**src/rtl/if_id_pkg.sv**
```systemverilog
// Shared types and constants for the IF/ID pipeline register.
package if_id_pkg;

    localparam logic [31:0] NOP_DEFAULT = 32'h0000_0013;
    localparam logic [31:0] PC_INC      = 32'd4;

    typedef struct packed {
        logic [31:0] pc;
        logic [31:0] pc_plus4;
        logic [31:0] instr;
        logic        valid;
    } if_id_payload_t;

endpackage

```
**src/rtl/if_id_perf_cnt.sv**
```systemverilog
// Saturating event counter with synchronous clear; holds at all-ones.
module if_id_perf_cnt #(
    parameter int unsigned CNT_W = 32
) (
    input  logic             clk_i,
    input  logic             clr_i,
    input  logic             inc_i,
    output logic [CNT_W-1:0] cnt_o
);

    logic [CNT_W-1:0] cnt_q, cnt_d;

    always_comb begin
        cnt_d = cnt_q;
        if (inc_i && (cnt_q != {CNT_W{1'b1}})) begin
            cnt_d = cnt_q + 1'b1;
        end
    end

    always_ff @(posedge clk_i) begin
        if (clr_i) begin
            cnt_q <= '0;
        end else begin
            cnt_q <= cnt_d;
        end
    end

    assign cnt_o = cnt_q;

endmodule

```
**src/rtl/if_id_reg.sv**
```systemverilog
// IF/ID pipeline register with stall/flush; optional perf counters under IFID_PERF_CNT_EN.
module if_id_reg
    import if_id_pkg::*;
#(
    parameter logic [31:0] NOP_INSTR = NOP_DEFAULT
`ifdef IFID_PERF_CNT_EN
    ,
    parameter int unsigned CNT_W = 32
`endif
) (
    input  logic             clk_i,
    input  logic             rst_i,
    input  logic             start_i,
    input  logic             stall_i,
    input  logic             flush_i,
    input  logic [31:0]      pc_i,
    input  logic [31:0]      instr_i,
    output logic [31:0]      pc_o,
    output logic [31:0]      pc_plus4_o,
    output logic [31:0]      instr_o,
`ifdef IFID_PERF_CNT_EN
    output logic [CNT_W-1:0] stall_cnt_o,
    output logic [CNT_W-1:0] flush_cnt_o,
    output logic [CNT_W-1:0] bubble_cnt_o,
`endif
    output logic             valid_o
);

    localparam if_id_payload_t Bubble = '{
        pc:       32'd0,
        pc_plus4: 32'd0,
        instr:    NOP_INSTR,
        valid:    1'b0
    };

    if_id_payload_t slot_q, slot_d;

    // Priority below reset: disabled core > flush > stall > load.
    always_comb begin
        slot_d = slot_q;
        if (start_i) begin
            if (flush_i) begin
                slot_d = Bubble;
            end else if (!stall_i) begin
                slot_d.pc       = pc_i;
                slot_d.pc_plus4 = pc_i + PC_INC;
                slot_d.instr    = instr_i;
                slot_d.valid    = 1'b1;
            end
        end
    end

    always_ff @(posedge clk_i) begin
        if (rst_i) begin
            slot_q <= Bubble;
        end else begin
            slot_q <= slot_d;
        end
    end

    assign pc_o       = slot_q.pc;
    assign pc_plus4_o = slot_q.pc_plus4;
    assign instr_o    = slot_q.instr;
    assign valid_o    = slot_q.valid;

`ifdef IFID_PERF_CNT_EN
    logic stall_inc, flush_inc, bubble_inc;

    assign stall_inc  = start_i & stall_i & ~flush_i;
    assign flush_inc  = start_i & flush_i;
    assign bubble_inc = start_i & ~slot_q.valid;

    if_id_perf_cnt #(.CNT_W(CNT_W)) u_stall_cnt (
        .clk_i (clk_i),
        .clr_i (rst_i),
        .inc_i (stall_inc),
        .cnt_o (stall_cnt_o)
    );

    if_id_perf_cnt #(.CNT_W(CNT_W)) u_flush_cnt (
        .clk_i (clk_i),
        .clr_i (rst_i),
        .inc_i (flush_inc),
        .cnt_o (flush_cnt_o)
    );

    if_id_perf_cnt #(.CNT_W(CNT_W)) u_bubble_cnt (
        .clk_i (clk_i),
        .clr_i (rst_i),
        .inc_i (bubble_inc),
        .cnt_o (bubble_cnt_o)
    );
`endif

endmodule

```
**config.mk**
```make
export PLATFORM = sky130hd
export DESIGN_NAME = if_id_reg
export DESIGN_NICKNAME = d
export VERILOG_FILES = /design/src/rtl/if_id_pkg.sv /design/src/rtl/if_id_perf_cnt.sv /design/src/rtl/if_id_reg.sv
export SDC_FILE = /design/constraint.sdc
export NUM_CORES = 1
export LEC_CHECK = 0
export BUFFER_PORTS_ARGS = -buffer_cell sky130_fd_sc_hd__clkbuf_2
export CAP_MARGIN = 20
export CORE_AREA = 2 2 102 85
export DETAILED_ROUTE_END_ITERATION = 16
export DIE_AREA = 0 0 104 87
export PLACE_DENSITY = 0.86
export SETUP_SLACK_MARGIN = 0.4
export SYNTH_ARGS = -nofsm -noshare
export SYNTH_HDL_FRONTEND = slang
export SYNTH_SLANG_ARGS = --single-unit
```
**constraint.sdc**
```tcl
create_clock -name clk_i -period 1.6 [get_ports clk_i]
set_clock_uncertainty 0.1 [all_clocks]
set_input_delay 0.24 -clock clk_i [delete_from_list [all_inputs] [get_ports clk_i]]
set_output_delay 0.24 -clock clk_i [all_outputs]
set_load 0.03 [all_outputs]
```
Word-level counts from Yosys, hierarchy flattened --
Cells that the tools add are included. W data, S select, Z words.
Storage, ports and cells: ROM bits 0, memories kept 0, output and inout port bits 97, word-level logic and storage cells 9, register bits 97, input bits 69, latch bits 0, RAM bits 0
Operators by class: reductions and logical operators 1, multiplexer cells 2, divide/modulo/power cells 0, bitwise gates (word level) 0, equal/unequal tests 1, add/sub/neg operators 1, shift operators 0, magnitude comparators 0, $mul 0
Operators with widths (number):
- $mux W97 | 2
- $add A32 B3 Y32 const B | 1
- $ne A2 B1 Y1 const B | 1
- $reduce_and A2 Y1 | 1

Logic depth before layout (Yosys ltp) --
word-level depth 3, gate-level depth with buffers 8, mapped depth without buffers 6

Least setup slack after synthesis --
No wires, ideal clock.
kind in2reg, from input port stall_i, to register slot_q (netlist bit instr_o[26]), data required time 1.372 ns, buffers on the path 3, arrival time 1.258 ns, setup time 0.128 ns, stages 8, setup slack 0.114 ns, cell sequence inv_1 o21ai_1 clkbuf_1 nor2_1 buf_2 buf_2 a22oi_1 nor2_1
Between the ends: longest elaborated chain between the ends 2
Ends and longest elaborated chain:
- start, declared | line if_id_reg.sv:14 | input logic stall_i,
- $ne A2 B1 Y1 (no source line)
- $reduce_and A2 Y1 (no source line)
- end signal, assigned | line if_id_reg.sv:55 | slot_q <= Bubble;
- end signal, assigned | line if_id_reg.sv:57 | slot_q <= slot_d;
- end, declared | line if_id_reg.sv:36 | if_id_payload_t slot_q, slot_d;
No other way between the ends. A chain may end at the register's enable or synchronous reset.

Worst setup path after layout --
from input port pc_i[11], to register slot_q (netlist bit pc_plus4_o[20])
Between the ends: longest elaborated chain between the ends 3
Ends and longest elaborated chain:
- start, declared | line if_id_reg.sv:16 | input logic [31:0] pc_i,
- $add A32 B3 Y32 | line if_id_reg.sv:46 | slot_d.pc_plus4 = pc_i + PC_INC;
- $mux W97 | line if_id_reg.sv:44 | end else if (!stall_i) begin
- $mux W97 | line if_id_reg.sv:42 | if (flush_i) begin
No other way between the ends. The select of a mux whose other input is x is not followed.

==> reports/qor.yml <==
outcome:
  status: "finished clean"
global_route:
  met2_usage_pct: 51.97
  grt_use_total_pct: 27.59
  top_usage_layer: "met2"
  grt_max_degree: 53
  antenna_found_initial: 0
  use_met1_pct: 30.12
  gr-total-overflow: 0
  grt_pass1_vias: 3974
  gr-usage-met3_pct: 6.507
  grt_pass1_wl_um: 19830
logic_synthesis:
  syn-instance-count: 406
  synth_top_area_cell: "dfxtp_1"
  synthTopCellsByCount: "95 x dfxtp_1, 76 x nor2_1, 67 x a22oi_1"
  async_reset_ff_share_pct: 0
  synth.most_common_cell: "dfxtp_1"
  synth-seq-cells: 95
  synth_area_per_cell_sq_um: 9.033
  synth_area_sq_um: 3667
  synth_nets: 476
  yosysUniqueCellTypes: 31
  ys.flop_type: "dfxtp_1"
  synth-edff-count: 0
  synth_seq_area_share_pct: 51.86
  synth_area_leaders: "dfxtp_1 52%, a22oi_1 14%, nor2_1 7.8%"
  yosysWarnings: 0
  yosysTopAreaCellShare_pct: 51.86
sta:
  postLayoutSetupSlackWorst_ps: 307.5
  worst_pin_slew_ps: 526.5
  timing.final.max_slew_violations: 0
  period_minus_slack_ps: 1292
  finalSetupViolCount: 0
  relSlewSlack_pct: 64.90
  holdWs_ps: 19.80
  rsz0062_at_grt: "true"
  hold_violations: 0
  period_share_pct: 80.78
  fmax_mhz: 773.7
  tns_ps: 0
power_and_ir_drop:
  max-vdd-ir-drop_uv: 637.2
  pwr-share-seq_pct: 47.5
  pwr-share-clk_pct: 31.7
  power_frac_comb_pct: 20.8
  p_sw_uw: 1560
  p_per_area_nw_per_um2: 796.5
  p_leak_uw: 0.002827
  p_int_uw: 3822
  p_sw_share_pct: 28.98
hold_path:
  hold_class: "input pin to flop"
  worstHoldEndpoint: "pc_o[1]"
  min-delay-start: "pc_i[1]"
  holdPathStages: 3
critical_path:
  end_kind: "flop"
  crit_type: "input pin to flop"
  r2r_cells: 4
  arrival_ps: 1480
  rr_endpoint: "pc_o[18]"
  crit_required_ps: 1780
  ff2ff_setup_slack_ps: 550
  crit_path_max_fanout: 7
  worst_setup_path_start_kind: "input pin"
  r2r_start: "pc_o[18]"
clock_tree:
  h-tree-depth: 3
  clk_path_buf_depth: 2
  clk_pin_slew_worst_paths_ps: 90
  clock_latency_ps: 350
  cts_tree: "yes"
  clkSinkCount: 95
  cts_buffers: 9
  ctsRootBufferMaster: "clkbuf_8"
placed_design:
  dp_hpwl_um: 7818
  portBuffers: 165
  pre_cts_slack_ps: -18.09
  gp_congestion: 0.8801
layout:
  n_antenna_cell: 0
  area_growth_pct: 84.24
  final_nets: 692
  post-route-util_pct: 83.33
  drive_gt1_share_pct: 63.48
routing:
  vias_per_cell: 5.540
  first_pass_iters: 5
  wirelength_um: 14190
  dr_total_vias: 4094
  drt-initial-drc-count: 230
  wire_per_inst_um: 19.21
  ant_nets: 0
  drc: 0
floorplan:
  start_util_pct: 45.23
  die_y_um: 87
  ios: 166
  num_rows: 30
  die_area_sq_um: 9048
  core_sq_um: 8108
  die_w_um: 104
flow_run:
  drv_cap: 0
## timing repair
| action | in CTS | in global routing |
|---|---|---|
| setup endpoints to repair | 103 | 123 |
| hold endpoints to repair | 1 | 0 |
| pin swaps | 0 | 10 |
| gates cloned | 0 | 1 |
| hold buffers | 1 | 0 |
| setup buffers | 22 | 23 |
| gates resized for setup | 288 | 131 |
## per-layer routing
metal | share of wire [%] | wire length, um
met5 | 0 | 0
met1 | 37 | 5243
met4 | 3.7 | 521
met2 | 54 | 7599
met3 | 5.8 | 829
## power groups by stage
stage	combinational, uW	sequential (uW)	clock [uW]
after floorplan	317	2730	0
after detailed placement	821	2560	0
after global placement	795	2560	0
after global routing	1170	2570	1800
after CTS	991	2530	1720
final	1120	2560	1700
## worst max path at each step
stage | start | end | slack, ps
5_1_grt | pc_i[11] | pc_plus4_o[20] | 260
3_3_place_gp | pc_i[6] | pc_plus4_o[30] | 20
2_1_floorplan | pc_i[2] | pc_plus4_o[13] | 190
6_report | pc_i[11] | pc_plus4_o[20] | 310
3_5_place_dp | pc_i[6] | pc_plus4_o[20] | -20
4_1_cts | pc_o[0] | pc_plus4_o[0] | 360
## stage by stage
step	total power, uW	cell area, sq um	std cells
6_report	5382	6756	739
5_1_grt	5544	6756	739
4_1_cts	5242	6335	715
3_5_place_dp	3383	4977	676
3_3_place_gp	3352	4977	676
2_1_floorplan	3050	3958	406
## layout by cell type, fill, tap and decap left out, drive strengths merged
| master | count |
|---|---|
| buf | 177 |
| dfxtp | 95 |
| nor2 | 76 |
| clkbuf | 70 |
| a22oi | 67 |
| nand2 | 34 |
| o21ai | 22 |
| xor2 | 18 |
| nand4 | 11 |
| nand3 | 11 |
| xnor2 | 10 |
| and3 | 4 |
| inv | 4 |
| and4 | 3 |
| and2 | 3 |
| a21oi | 3 |
| o22ai | 3 |
| nand2b | 3 |
| nor3 | 3 |
| or3 | 1 |
| nor4 | 1 |
| a21boi | 1 |
| nor2b | 1 |
| a2bb2oi | 1 |
| ha | 1 |
| clkinvlp | 1 |
| clkinv | 1 |
| bufinv | 1 |
| dlygate4sd3 | 1 |
## flip-flops by register name (all words and copies together) (netlist names)
signal and cells:
valid_o 1, instr_o 32, pc_plus4_o 30, pc_o 32
## layout make-up
| class | count | area (sq um) |
|---|---|---|
| Sequential cell | 95 | 2026 |
| Tap cell | 112 | 140.1 |
| Fill cell | 440 | 1351 |
| Timing Repair Buffer | 237 | 2485 |
| Clock inverter | 5 | 63.81 |
| Inverter | 2 | 15.01 |
| Clock buffer | 11 | 151.4 |
| Multi-Input combinational cell | 277 | 1876 |
## critical path: stages
cell and delay, ps:
buf_4 110, nand4_4 150, nor4_4 240, buf_4 190
buf_12 120, nand4_1 110, xor2_1 180, o21ai_1 140
## cells by family (layout without fill, tap and decap cells)
| family | after synthesis | in the layout | share of synthesized area (%) |
|---|---|---|---|
| AO/OA/AOI/OAI | 97 | 97 | 18.08 |
| XOR/XNOR | 28 | 28 | 6.687 |
| adder cells (fa/ha/maj) | 1 | 1 | 0.3411 |
| buffers and inverters | 34 | 255 | 4.094 |
| flip-flops | 95 | 95 | 51.86 |
| AND/OR/NAND/NOR | 151 | 151 | 18.94 |
Note: power is estimated with default switching activity, not from simulation.
